`src/rtl/serial_subtractor_pkg.sv`:
```
`default_nettype none
// ============================================================================
// Module : serial_subtractor_pkg
// Brief  : Shared FSM encoding and counter sizing for the bit-serial subtractor
// Rev    : 1.0
// ============================================================================
package serial_subtractor_pkg;

    typedef enum logic [1:0] {
        IDLE = 2'd0,
        RUN  = 2'd1,
        FIN  = 2'd2
    } state_t;

    // The counter indexes bits 0..width-1, and it is never narrower than one bit
    function automatic int cnt_width(input int width);
        return (width <= 2) ? 1 : $clog2(width);
    endfunction

endpackage
`default_nettype wire

```
`src/rtl/full_subtractor.sv`:
```
`default_nettype none
// ============================================================================
// Module : full_subtractor
// Brief  : One-bit combinational full subtractor (A - B - BIN)
// Rev    : 1.0
// ============================================================================
module full_subtractor (
    input  logic A,
    input  logic B,
    input  logic BIN,
    output logic D,
    output logic BOUT
);

    assign D    = A ^ B ^ BIN;
    assign BOUT = (~A & B) | (~(A ^ B) & BIN);

endmodule
`default_nettype wire

```
`src/rtl/serial_subtractor.sv`:
```
`default_nettype none
// ============================================================================
// Module : serial_subtractor
// Brief  : Bit-serial WIDTH-bit subtractor, LSB first, valid/ready start, DONE pulse
// Rev    : 1.0
// ============================================================================
module serial_subtractor
    import serial_subtractor_pkg::*;
#(
    parameter int WIDTH = 8
) (
    input  logic             CLK,
    input  logic             RST_N,
    input  logic             START_VALID,
    output logic             START_READY,
    input  logic [WIDTH-1:0] A,
    input  logic [WIDTH-1:0] B,
    input  logic             BIN,
    output logic [WIDTH-1:0] D,
    output logic             BOUT,
    output logic             DONE,
    output logic             BUSY
);

    localparam int            CW   = cnt_width(WIDTH);
    localparam logic [CW-1:0] LAST = CW'(WIDTH - 1);

    state_t           state;
    state_t           state_next;
    logic [WIDTH-1:0] a_sh;
    logic [WIDTH-1:0] b_sh;
    logic [WIDTH-1:0] res;
    logic [WIDTH-1:0] res_next;
    logic             br;
    logic [CW-1:0]    cnt;
    logic             cell_d;
    logic             cell_bo;
    logic             last_bit;

    full_subtractor u_cell (
        .A    (a_sh[0]),
        .B    (b_sh[0]),
        .BIN  (br),
        .D    (cell_d),
        .BOUT (cell_bo)
    );

    // Result fills from the top so that after WIDTH shifts bit 0 sits at the LSB
    assign res_next = {cell_d, res[WIDTH-1:1]};
    assign last_bit = (cnt == LAST);

    always_comb begin
        state_next  = state;
        START_READY = 1'b0;
        BUSY        = 1'b0;
        DONE        = 1'b0;
        case (state)
            IDLE: begin
                START_READY = 1'b1;
                if (START_VALID) begin
                    state_next = RUN;
                end
            end
            RUN: begin
                BUSY = 1'b1;
                if (last_bit) begin
                    state_next = FIN;
                end
            end
            FIN: begin
                BUSY       = 1'b1;
                DONE       = 1'b1;
                state_next = IDLE;
            end
            default: begin
                state_next = IDLE;
            end
        endcase
    end

    always_ff @(posedge CLK) begin
        if (!RST_N) begin
            state <= IDLE;
            a_sh  <= '0;
            b_sh  <= '0;
            res   <= '0;
            br    <= 1'b0;
            cnt   <= '0;
            D     <= '0;
            BOUT  <= 1'b0;
        end else begin
            state <= state_next;
            case (state)
                IDLE: begin
                    if (START_VALID) begin
                        a_sh <= A;
                        b_sh <= B;
                        br   <= BIN;
                        cnt  <= '0;
                    end
                end
                RUN: begin
                    a_sh <= a_sh >> 1;
                    b_sh <= b_sh >> 1;
                    br   <= cell_bo;
                    res  <= res_next;
                    if (last_bit) begin
                        D    <= res_next;
                        BOUT <= cell_bo;
                    end else begin
                        cnt <= cnt + 1'b1;
                    end
                end
                default: begin
                end
            endcase
        end
    end

endmodule
`default_nettype wire
```
`config.mk`:
```
export PLATFORM = sky130hd
export DESIGN_NAME = serial_subtractor
export DESIGN_NICKNAME = d
export VERILOG_FILES = /design/src/rtl/serial_subtractor_pkg.sv /design/src/rtl/full_subtractor.sv /design/src/rtl/serial_subtractor.sv
export SDC_FILE = /design/constraint.sdc
export NUM_CORES = 1
export LEC_CHECK = 0
export ABC_AREA = 1
export CAP_MARGIN = 30
export CORE_MARGIN = 2
export CORE_UTILIZATION = 28
export CTS_CLUSTER_SIZE = 10
export DETAILED_ROUTE_END_ITERATION = 8
export GPL_TIMING_DRIVEN = 1
export HOLD_SLACK_MARGIN = 0.05
export PLACE_DENSITY_LB_ADDON = 0.1
export SYNTH_ARGS = -nofsm -noshare
export SYNTH_HDL_FRONTEND = slang
export SYNTH_HIERARCHICAL = 1
export SYNTH_SLANG_ARGS = --single-unit
```
`constraint.sdc`:
```
create_clock -name CLK -period 2.1 [get_ports CLK]
set_input_delay 0.42 -clock CLK [delete_from_list [all_inputs] [get_ports CLK]]
set_output_delay 0.42 -clock CLK [all_outputs]
set_load 0.005 [all_outputs]
```
Word level (Yosys, flattened, before mapping)
Index checks and enable logic that the tools add are counted.
{"block": "word_totals", "input_bits": 20, "out_inout_bits": 12, "ramBits": 0, "romBits": 0, "wordCells": 44, "register_bits": 39, "latch_bits": 0, "mem_count": 0}
{"block": "classes", "reduce_logical": 7, "mux": 15, "n_eq_ne": 6, "mul": 0, "n_lt_le_gt_ge": 0, "bitwise_logic": 7, "div": 0, "shifts": 0, "add_sub_neg": 1}
{"op": "$pmux W8 S2", "n": 2}
{"op": "$mux W8", "n": 2}
{"op": "$mux W3", "n": 2}
{"op": "$ne A2 B2 Y1 const B", "n": 3}
{"op": "$pmux W3 S2", "n": 1}
{"op": "$reduce_and A2 Y1", "n": 3}
{"op": "$mux W1", "n": 4}
{"op": "$mux W2", "n": 2}
{"op": "$pmux W2 S2", "n": 1}
{"op": "$add A3 B1 Y3 const B", "n": 1}
{"op": "$eq A3 B3 Y1 const B", "n": 1}
{"op": "$reduce_and A3 Y1", "n": 1}
{"op": "$and A1 B1 Y1", "n": 2}
{"op": "$eq A2 B1 Y1 const B", "n": 1}
{"op": "$eq A2 B2 Y1 const B", "n": 1}
{"op": "$logic_not A2 Y1", "n": 1}
{"op": "$not A1 Y1", "n": 2}
{"op": "$pmux W1 S2", "n": 1}
{"op": "$reduce_bool A2 Y1", "n": 1}
{"op": "$reduce_or A2 Y1", "n": 1}
{"op": "$xor A1 B1 Y1", "n": 2}
{"op": "$or A1 B1 Y1", "n": 1}

Longest topological paths before layout
Gate-level depths: netlist of the first run.
{"block": "depth", "word_depth": 5, "mapped_depth": 9, "mapped_depth_nobuf": 8}

Modules after synthesis
Netlist of the first run, hierarchy kept.
{"mod": "serial_subtractor", "area_each_um2": 1761.7, "instances": 1, "seq_area_each_um2": 760.7, "cells_each": 244}
{"mod": "full_subtractor", "area_each_um2": 31.3, "instances": 1, "seq_area_each_um2": 0.0, "cells_each": 4}

Worst setup path after synthesis of the first run
No wires, ideal clock.
{"block": "synth_timing", "path_type": "register -> register", "start": "reg state[0]", "end": "reg a_sh[0]", "setup_time_ns": 0.113, "synth_period_minus_slack_ns": 1.388, "path_stages_with_launch": 9, "path_buffers": 2, "setup_slack_ns": 0.712, "t_arrival_ns": 1.274, "required_ns": 1.987, "path_cell_list": "dfxtp_1 -> inv_1 -> ha_1 -> buf_4 -> nand2_1 -> o21ai_4 -> buf_6 -> o21ai_1 -> nor2_1"}
{"block": "synth_via", "elab_chain_len": 3, "elab_cells_between_ends": 6, "classes_between": "eq/ne: 2; mux: 1; reduce/logical: 3"}
{"element": "start, declared", "line_no": "serial_subtractor.sv:28", "text": "state_t state;"}
{"element": "start signal, assigned", "line_no": "serial_subtractor.sv:92", "text": "state <= state_next;"}
{"element": "$eq A2 B1 Y1 / $logic_not A2 Y1 (equally long branches)", "line_no": "serial_subtractor.sv:93", "text": "case (state)"}
{"element": "$reduce_bool A2 Y1 (no line) / $ne A2 B2 Y1 (equally long branches)"}
{"element": "$reduce_and A2 Y1 (no line)"}
{"element": "end signal, assigned", "line_no": "serial_subtractor.sv:103", "text": "a_sh <= a_sh >> 1;"}
{"element": "end, declared", "line_no": "serial_subtractor.sv:30", "text": "logic [WIDTH-1:0] a_sh;"}
Several ways; a longest one is shown, not always the timed one.
A chain may end at the register's enable or synchronous reset.

Worst setup path in the final report of the first run
{"block": "layout_timing", "start": "reg state[0]", "end": "out BUSY"}
{"block": "layout_via", "elab_chain_len": 3, "elab_cells_between_ends": 4, "classes_between": "eq/ne: 2; mux: 1; reduce/logical: 1"}
{"element": "$eq A2 B1 Y1 / $eq A2 B2 Y1 (equally long branches)", "line_no": "serial_subtractor.sv:57", "text": "case (state)"}
{"element": "$reduce_or A2 Y1 (no line) *"}
{"element": "$mux W1 *", "line_no": "serial_subtractor.sv:57"}
{"element": "end, declared", "line_no": "serial_subtractor.sv:22", "text": "output logic BUSY"}
Mark *: on every way between the ends. The rest lies on a longest branch, timed or not.

==> results of run 1 <==
-- Yosys cell counts (2+ instances only) --
library cell  number  area (sq um)
buf_6              5          56.3
inv_2              2          7.51
o21ai_0           12          60.1
nand4_1            4          25.0
dfxtp_1           38           761
nand2_1           59           221
buf_4              2          15.0
nand2_2            2          12.5
a21oi_1            5          25.0
o21ai_4            2          32.5
o21ai_1           19          95.1
ha_1               7          87.6
nor2_1            63           236
buf_2              3          15.0
inv_1             16          60.1
-- where the power goes --
| part | leakage (uW) | switching [uW] | internal [uW] | total [uW] |
|---|---|---|---|---|
| Combinational | 0.000653 | 811 | 495 | 1310 |
| Clock | 0.0000431 | 248 | 253 | 502 |
| Sequential | 0.000312 | 126 | 957 | 1080 |
| Total | 0.00101 | 1180 | 1710 | 2890 |
-- worst max-delay path: cells and delay by family (launching register included) --
kind	cells	cell delay, ps
DFF	1	390
adders and majority gates	1	290
buffers and inverters	2	590
-- layout make-up --
type	instances	area [sq um]
well taps	77	96.3
flip-flops and latches	38	761
multi-input cells	179	863
repair buffers	37	355
fillers	689	4050
clock buffers	6	82.6
inverters	19	73.8
-- stage by stage --
step | util | hold WS [ps]
after detailed placement | 0.342 | 458
after global routing | 0.356 | 507
final | 0.356 | 468
after global placement | 0.342 | 455
after floorplan | - | 440
after CTS | 0.356 | 472
-- cell families (layout without fill, tap and decap cells) --
logic type | after synthesis | count (layout) | synth area share
AND/OR/NAND/NOR | 131 | 131 | 0.292
adder cells (fa/ha/maj) | 8 | 8 | 0.0600
buffers and inverters | 31 | 62 | 0.0942
flip-flops | 38 | 38 | 0.424
AO/OA/AOI/OAI | 40 | 40 | 0.130
-- sequential cells by signal, indices dropped and copies added (netlist names) --
name,cells
cnt,3
D,8
BOUT,1
res,7
br,1
a_sh,8
state,2
b_sh,8
-- per-layer routing --
metal	wire length [um]	track usage	vias up
met3	147	0.0277	8
met5	0	0	-
met1	2010	0.150	645
li1	-	-	836
met4	67	0.0499	0
met2	1540	0.172	27
-- worst paths after layout --
check,end,depth (start not counted),slack (ps)
max,BUSY,3,130
min,a_sh[7]$_SDFFE_PN0P_,2,470
max reg2reg,b_sh[0]$_SDFFE_PN0P_,6,480
min reg2reg,a_sh[7]$_SDFFE_PN0P_,2,470
==> run_results.csv, run 1 <==
group,metric,value,unit
status,status,"finished, final reports clean",
clock_tree,cts.htree.levels,2,
drt,drcViolationCount,0,
critical_path,critPathLaunch,"state[0]$_SDFFE_PN0P_",
sta,setup-tns-final,0,ps
sta,fin_skew,3.85,ps
grt,grt_pass1_vias,1397,
place,dpl_cell_area,0.00215,sq mm
synthesis,yosysUniqueCellTypes,24,
synthesis,synth-edff-count,0,
place,dp_cells,350,
clock_tree,clockBufferDepth,2,
sta,slew_headroom,0.673,
critical_path,crit_type,"reg2out",
clock_tree,cts_resized,0,
clock_tree,cts-hold-fix-buffers,0,
grt,track_usage,0.113,
place,dp_hpwl,2670,um
clock_tree,post_cts_buffers,0,
layout,drive_gt1_frac,0.0824,
critical_path,cp-start-kind,"flip-flop",
synthesis,ys_warn_count,6,
place,port_buffers,31,
layout,final_common_cell,"nor2_1",
critical_path,r2r-start,"state[1]$_SDFFE_PN0P_",
layout,layout.cells.non_filler,356,
layout,area_growth,24.5,%
clock_tree,root_buffer,"clkbuf_8",
sta,rsz0062_at_grt,"no",
die,die_h,84.0,um
grt,grt_max_degree,23,
critical_path,cp_cell_sequence,"inv_1, ha_1, clkdlybuf4s50_1",
clock_tree,cts_tree,"done",
drt,vias,1516,
power_and_ir_drop,peakVddDrop,0.000438,V
drt,first_pass_iters,4,
synthesis,synth.net_count,276,
synthesis,async_flop_share,0,
synthesis,ys_seq_elements,38,
flow_run,drv_cap,0,
clock_tree,clk_latency,290,ps
critical_path,critPathMaxFanout,4,
layout,finalInstanceArea,0.00223,sq mm
drt,ant_nets,0,
synthesis,syn_area_per_cell,7.23,sq um
synthesis,yosysSeqAreaShare,0.424,
layout,insertedDiodeCount,0,
die,core,0.00628,sq mm
sta,fmax,509,MHz
sta,finalCriticalPeriod,1970,ps
critical_path,crit_required,1680,ps
die,die_w,84.0,um
critical_path,slowest_delay,490,ps
power_and_ir_drop,finalPower,2890,uW
sta,finalCritPeriodShare,0.936,
critical_path,worstPathArrival,1550,ps
grt,grt_pass1_wl,6450,um
drt,wire_per_inst,10.6,um
sta,setup_violations,0,
drt,routed_via_density,4.26,
sta,final.setup.worst_slack,135,ps
drt,totalWireLength,3770,um
layout,nets,308,
clock_tree,cts_buffers,5,
layout,mostFrequentLayoutCells,"63 x nor2_1, 59 x nand2_1, 38 x dfxtp_1, 31 x clkdlybuf4s50_1, 19 x o21ai_1",
power_and_ir_drop,leakagePower,0.00101,uW
sta,hold_viol,0,
die,dieArea,0.00706,sq mm
worst_hold_path,hp-start,"a_sh[7]$_SDFFE_PN0P_",
place,routabilityCongestion,0.715,
synthesis,syn_area,0.00179,sq mm
drt,drt-initial-drc-count,34,
place,detailedPlace.worstSlack,424,ps
die,std_cell_rows,29,
grt,grt.overflow.total,0,
die,ios,32,
clock_tree,clkTransAtPathRegs,70,ps
power_and_ir_drop,p_per_area,1300,mW/mm^2
synthesis,syn_inst,248,
worst_hold_path,hold_class,"reg2reg",
clock_tree,clock_sinks,38,
grt,antenna_found_initial,0,
die,initial_core_util,0.286,
sta,maxSlewViolCount,0,
critical_path,end_kind,"output pin",
synthesis,synthFlopType,"dfxtp_1",
sta,tightest_slew,489,ps
critical_path,slowest_stage,"clkdlybuf4s50_1",
Note: power is estimated with default switching activity, not from simulation.
==> run 2: changes to the inputs <==
--- a/config.mk
+++ b/config.mk
@@ -9,11 +9,12 @@
 export CAP_MARGIN = 30
 export CORE_MARGIN = 2
 export CORE_UTILIZATION = 28
-export CTS_CLUSTER_SIZE = 10
+export CTS_CLUSTER_DIAMETER = 120
 export DETAILED_ROUTE_END_ITERATION = 8
 export GPL_TIMING_DRIVEN = 1
 export HOLD_SLACK_MARGIN = 0.05
 export PLACE_DENSITY_LB_ADDON = 0.1
+export SLEW_MARGIN = 20
 export SYNTH_ARGS = -nofsm -noshare
 export SYNTH_HDL_FRONTEND = slang
 export SYNTH_HIERARCHICAL = 1
==> results of run 2 <==
Same layout as run 1: the final DEF is identical, and so are final timing and power.
==> run 3: changes to the inputs <==
--- a/config.mk
+++ b/config.mk
@@ -8,13 +8,12 @@
 export ABC_AREA = 1
 export CAP_MARGIN = 30
 export CORE_MARGIN = 2
-export CORE_UTILIZATION = 28
+export CORE_UTILIZATION = 54
 export CTS_CLUSTER_DIAMETER = 120
 export DETAILED_ROUTE_END_ITERATION = 8
 export GPL_TIMING_DRIVEN = 1
 export HOLD_SLACK_MARGIN = 0.05
 export PLACE_DENSITY_LB_ADDON = 0.1
-export SLEW_MARGIN = 20
 export SYNTH_ARGS = -nofsm -noshare
 export SYNTH_HDL_FRONTEND = slang
 export SYNTH_HIERARCHICAL = 1
==> run 3 against run 2 <==
- critical path depth unchanged
- clock skew up 1.7 ps
- fmax decreased by 2.1%
- clock power is 7.0% lower
- register-to-register slack got worse by 50 ps
- combinational power hardly changed
- worst hold slack better by 4.5 ps
- non-clock buffer count shrank 2
- critical endpoint unchanged
- largest power group unchanged
==> run_results.csv, run 3 (synthesis gave the netlist of run 1 again) <==
group,metric,value,unit
power_and_ir_drop,netSwitchingFraction,0.412,
place,port_buffers,31,
sta,hold_viol,0,
layout,final_core_util,0.700,
layout,finalInstanceArea,0.00217,sq mm
drt,first_pass_iters,3,
layout,multi_input_area,863,sq um
layout,drive_gt1_frac,0.0860,
power_and_ir_drop,leakagePower,0.00100,uW
layout,nets,306,
drt,vias,1523,
sta,tightest_slew,482,ps
critical_path,critPathBufInv,2,
sta,fmax,498,MHz
layout,fillCellCount,306,
clock_tree,clkTransAtPathRegs,110,ps
drt,wire_per_inst,10.5,um
layout,insertedDiodeCount,0,
grt,antenna_found_initial,0,
clock_tree,post_cts_buffers,0,
critical_path,worstPathArrival,1590,ps
place,dp_hpwl,2420,um
grt,grt.overflow.total,0,
clock_tree,clk_latency,340,ps
power_and_ir_drop,p_per_area,1310,mW/mm^2
clock_tree,root_buffer,"clkbuf_4",
flow_run,drv_cap,0,
critical_path,slowest_delay,490,ps
clock_tree,cts_buffers,5,
place,routabilityCongestion,0.785,
clock_tree,clock_sinks,38,
drt,drt-initial-drc-count,74,
sta,setup_violations,0,
drt,totalWireLength,3400,um
power_and_ir_drop,finalPower,2850,uW
critical_path,slowest_stage,"clkdlybuf4s50_1",
power_and_ir_drop,internal_power,1670,uW
power_and_ir_drop,seqPwrFrac,0.383,
drt,routed_via_density,4.72,
grt,grt_max_degree,23,
layout,seq_area,762,sq um
critical_path,crit_required,1680,ps
sta,fin_skew,5.51,ps
worst_hold_path,hold_class,"reg2reg",
die,initial_core_util,0.578,
die,die_w,61.6,um
die,ios,32,
sta,finalCritPeriodShare,0.956,
clock_tree,cts_tree,"done",
power_and_ir_drop,clkPwrFrac,0.164,
clock_tree,cts.htree.levels,2,
sta,slew_headroom,0.678,
critical_path,cp_cell_sequence,"inv_1, ha_1, clkdlybuf4s50_1",
power_and_ir_drop,power_frac_comb,0.453,
layout,largest_registers,"D: 8 flops, a_sh: 8 flops, b_sh: 8 flops",
power_and_ir_drop,p_switching,1170,uW
layout,final_common_cell,"nor2_1",
critical_path,crit_type,"reg2out",
clock_tree,clockBufferDepth,2,
die,dieArea,0.00380,sq mm
grt,grt_pass1_vias,1369,
die,std_cell_rows,20,
critical_path,cp-start-kind,"flip-flop",
critical_path,crit_family,"buffers and inverters",
sta,setup-tns-final,0,ps
die,core,0.00310,sq mm
drt,ant_nets,0,
sta,rsz0062_at_grt,"no",
layout,area_growth,21.2,%
drt,drcViolationCount,0,
sta,finalCriticalPeriod,2010,ps
status,status,"finished, final reports clean",
layout,mostFrequentLayoutCells,"63 x nor2_1, 59 x nand2_1, 37 x dfxtp_1, 31 x clkdlybuf4s50_1, 19 x o21ai_1",
critical_path,critPathMaxFanout,5,
sta,maxSlewViolCount,0,
place,dpl_cell_area,0.00209,sq mm
power_and_ir_drop,peakVddDrop,0.000639,V
die,die_h,61.6,um
grt,track_usage,0.207,
grt,grt_pass1_wl,5820,um
critical_path,end_kind,"output pin",
run 3: cell count changes in the layout (fill, tap and decap cells not counted):
| cell | previous run | this run |
|---|---|---|
| dfxtp_1 | 38 | 37 |
| buf_4 | 6 | 4 |
| clkbuf_4 | 0 | 5 |
| dfxtp_2 | 0 | 1 |
| clkbuf_8 | 6 | 3 |
run 3: cell type report:
class / count / share of cell area
inverter: 19 / 0.0340
timing repair buffer: 35 / 0.157
clock buffer: 8 / 0.0363
sequential: 38 / 0.351
tap: 44 / 0.0253
multi-input combinational: 179 / 0.397
run 3: power groups by stage:
stage | Combinational (uW) | Clock [uW] | Sequential, uW
2_1_floorplan | 1070 | 0 | 1070
3_3_place_gp | 1250 | 0 | 1100
3_5_place_dp | 1290 | 0 | 1100
4_1_cts | 1300 | 477 | 1090
5_1_grt | 1480 | 508 | 1120
6_report | 1290 | 467 | 1090
run 3: worst register-to-register path: cells and delay by family, from the launching register on:
kind / cells / cell delay, ps
AOI/OAI and AO/OA: 2 / 530
adders and majority gates: 1 / 360
buffers and inverters: 2 / 310
DFF: 1 / 330
and+or+nand+nor: 1 / 90
run 3: path summary, 6_finish.rpt:
kind,startpoint,endpoint,slack (ps),cells after the start
worst max-delay path,state[1]$_SDFFE_PN0P_,BUSY,90,3
worst min-delay path,b_sh[7]$_SDFFE_PN0P_,b_sh[7]$_SDFFE_PN0P_,470,2
worst max register to register,state[1]$_SDFFE_PN0P_,b_sh[1]$_SDFFE_PN0P_,430,6
worst min register to register,b_sh[7]$_SDFFE_PN0P_,b_sh[7]$_SDFFE_PN0P_,470,2
run 3: routing by layer:
layer,wire (um),vias up,share of wire,global-route usage
met5,0,-,0,0
met4,36,0,0.011,0.0760
met3,106,6,0.031,0.0504
met2,1590,22,0.47,0.340
met1,1670,662,0.49,0.263
li1,-,833,-,-
run 3: repair_timing:
item                       CTS  global route
setup endpoints to repair    0             1
gates resized for setup      0             1
hold buffers                 0             0
run 3: metrics by stage:
step                cells  hold WS (ps)  setup slack, ps
global route          323           506             15.4
finish                323           473             93.2
global placement      315           454              477
detailed placement    315           461              426
floorplan             248           440              712
CTS                   323           478             35.7
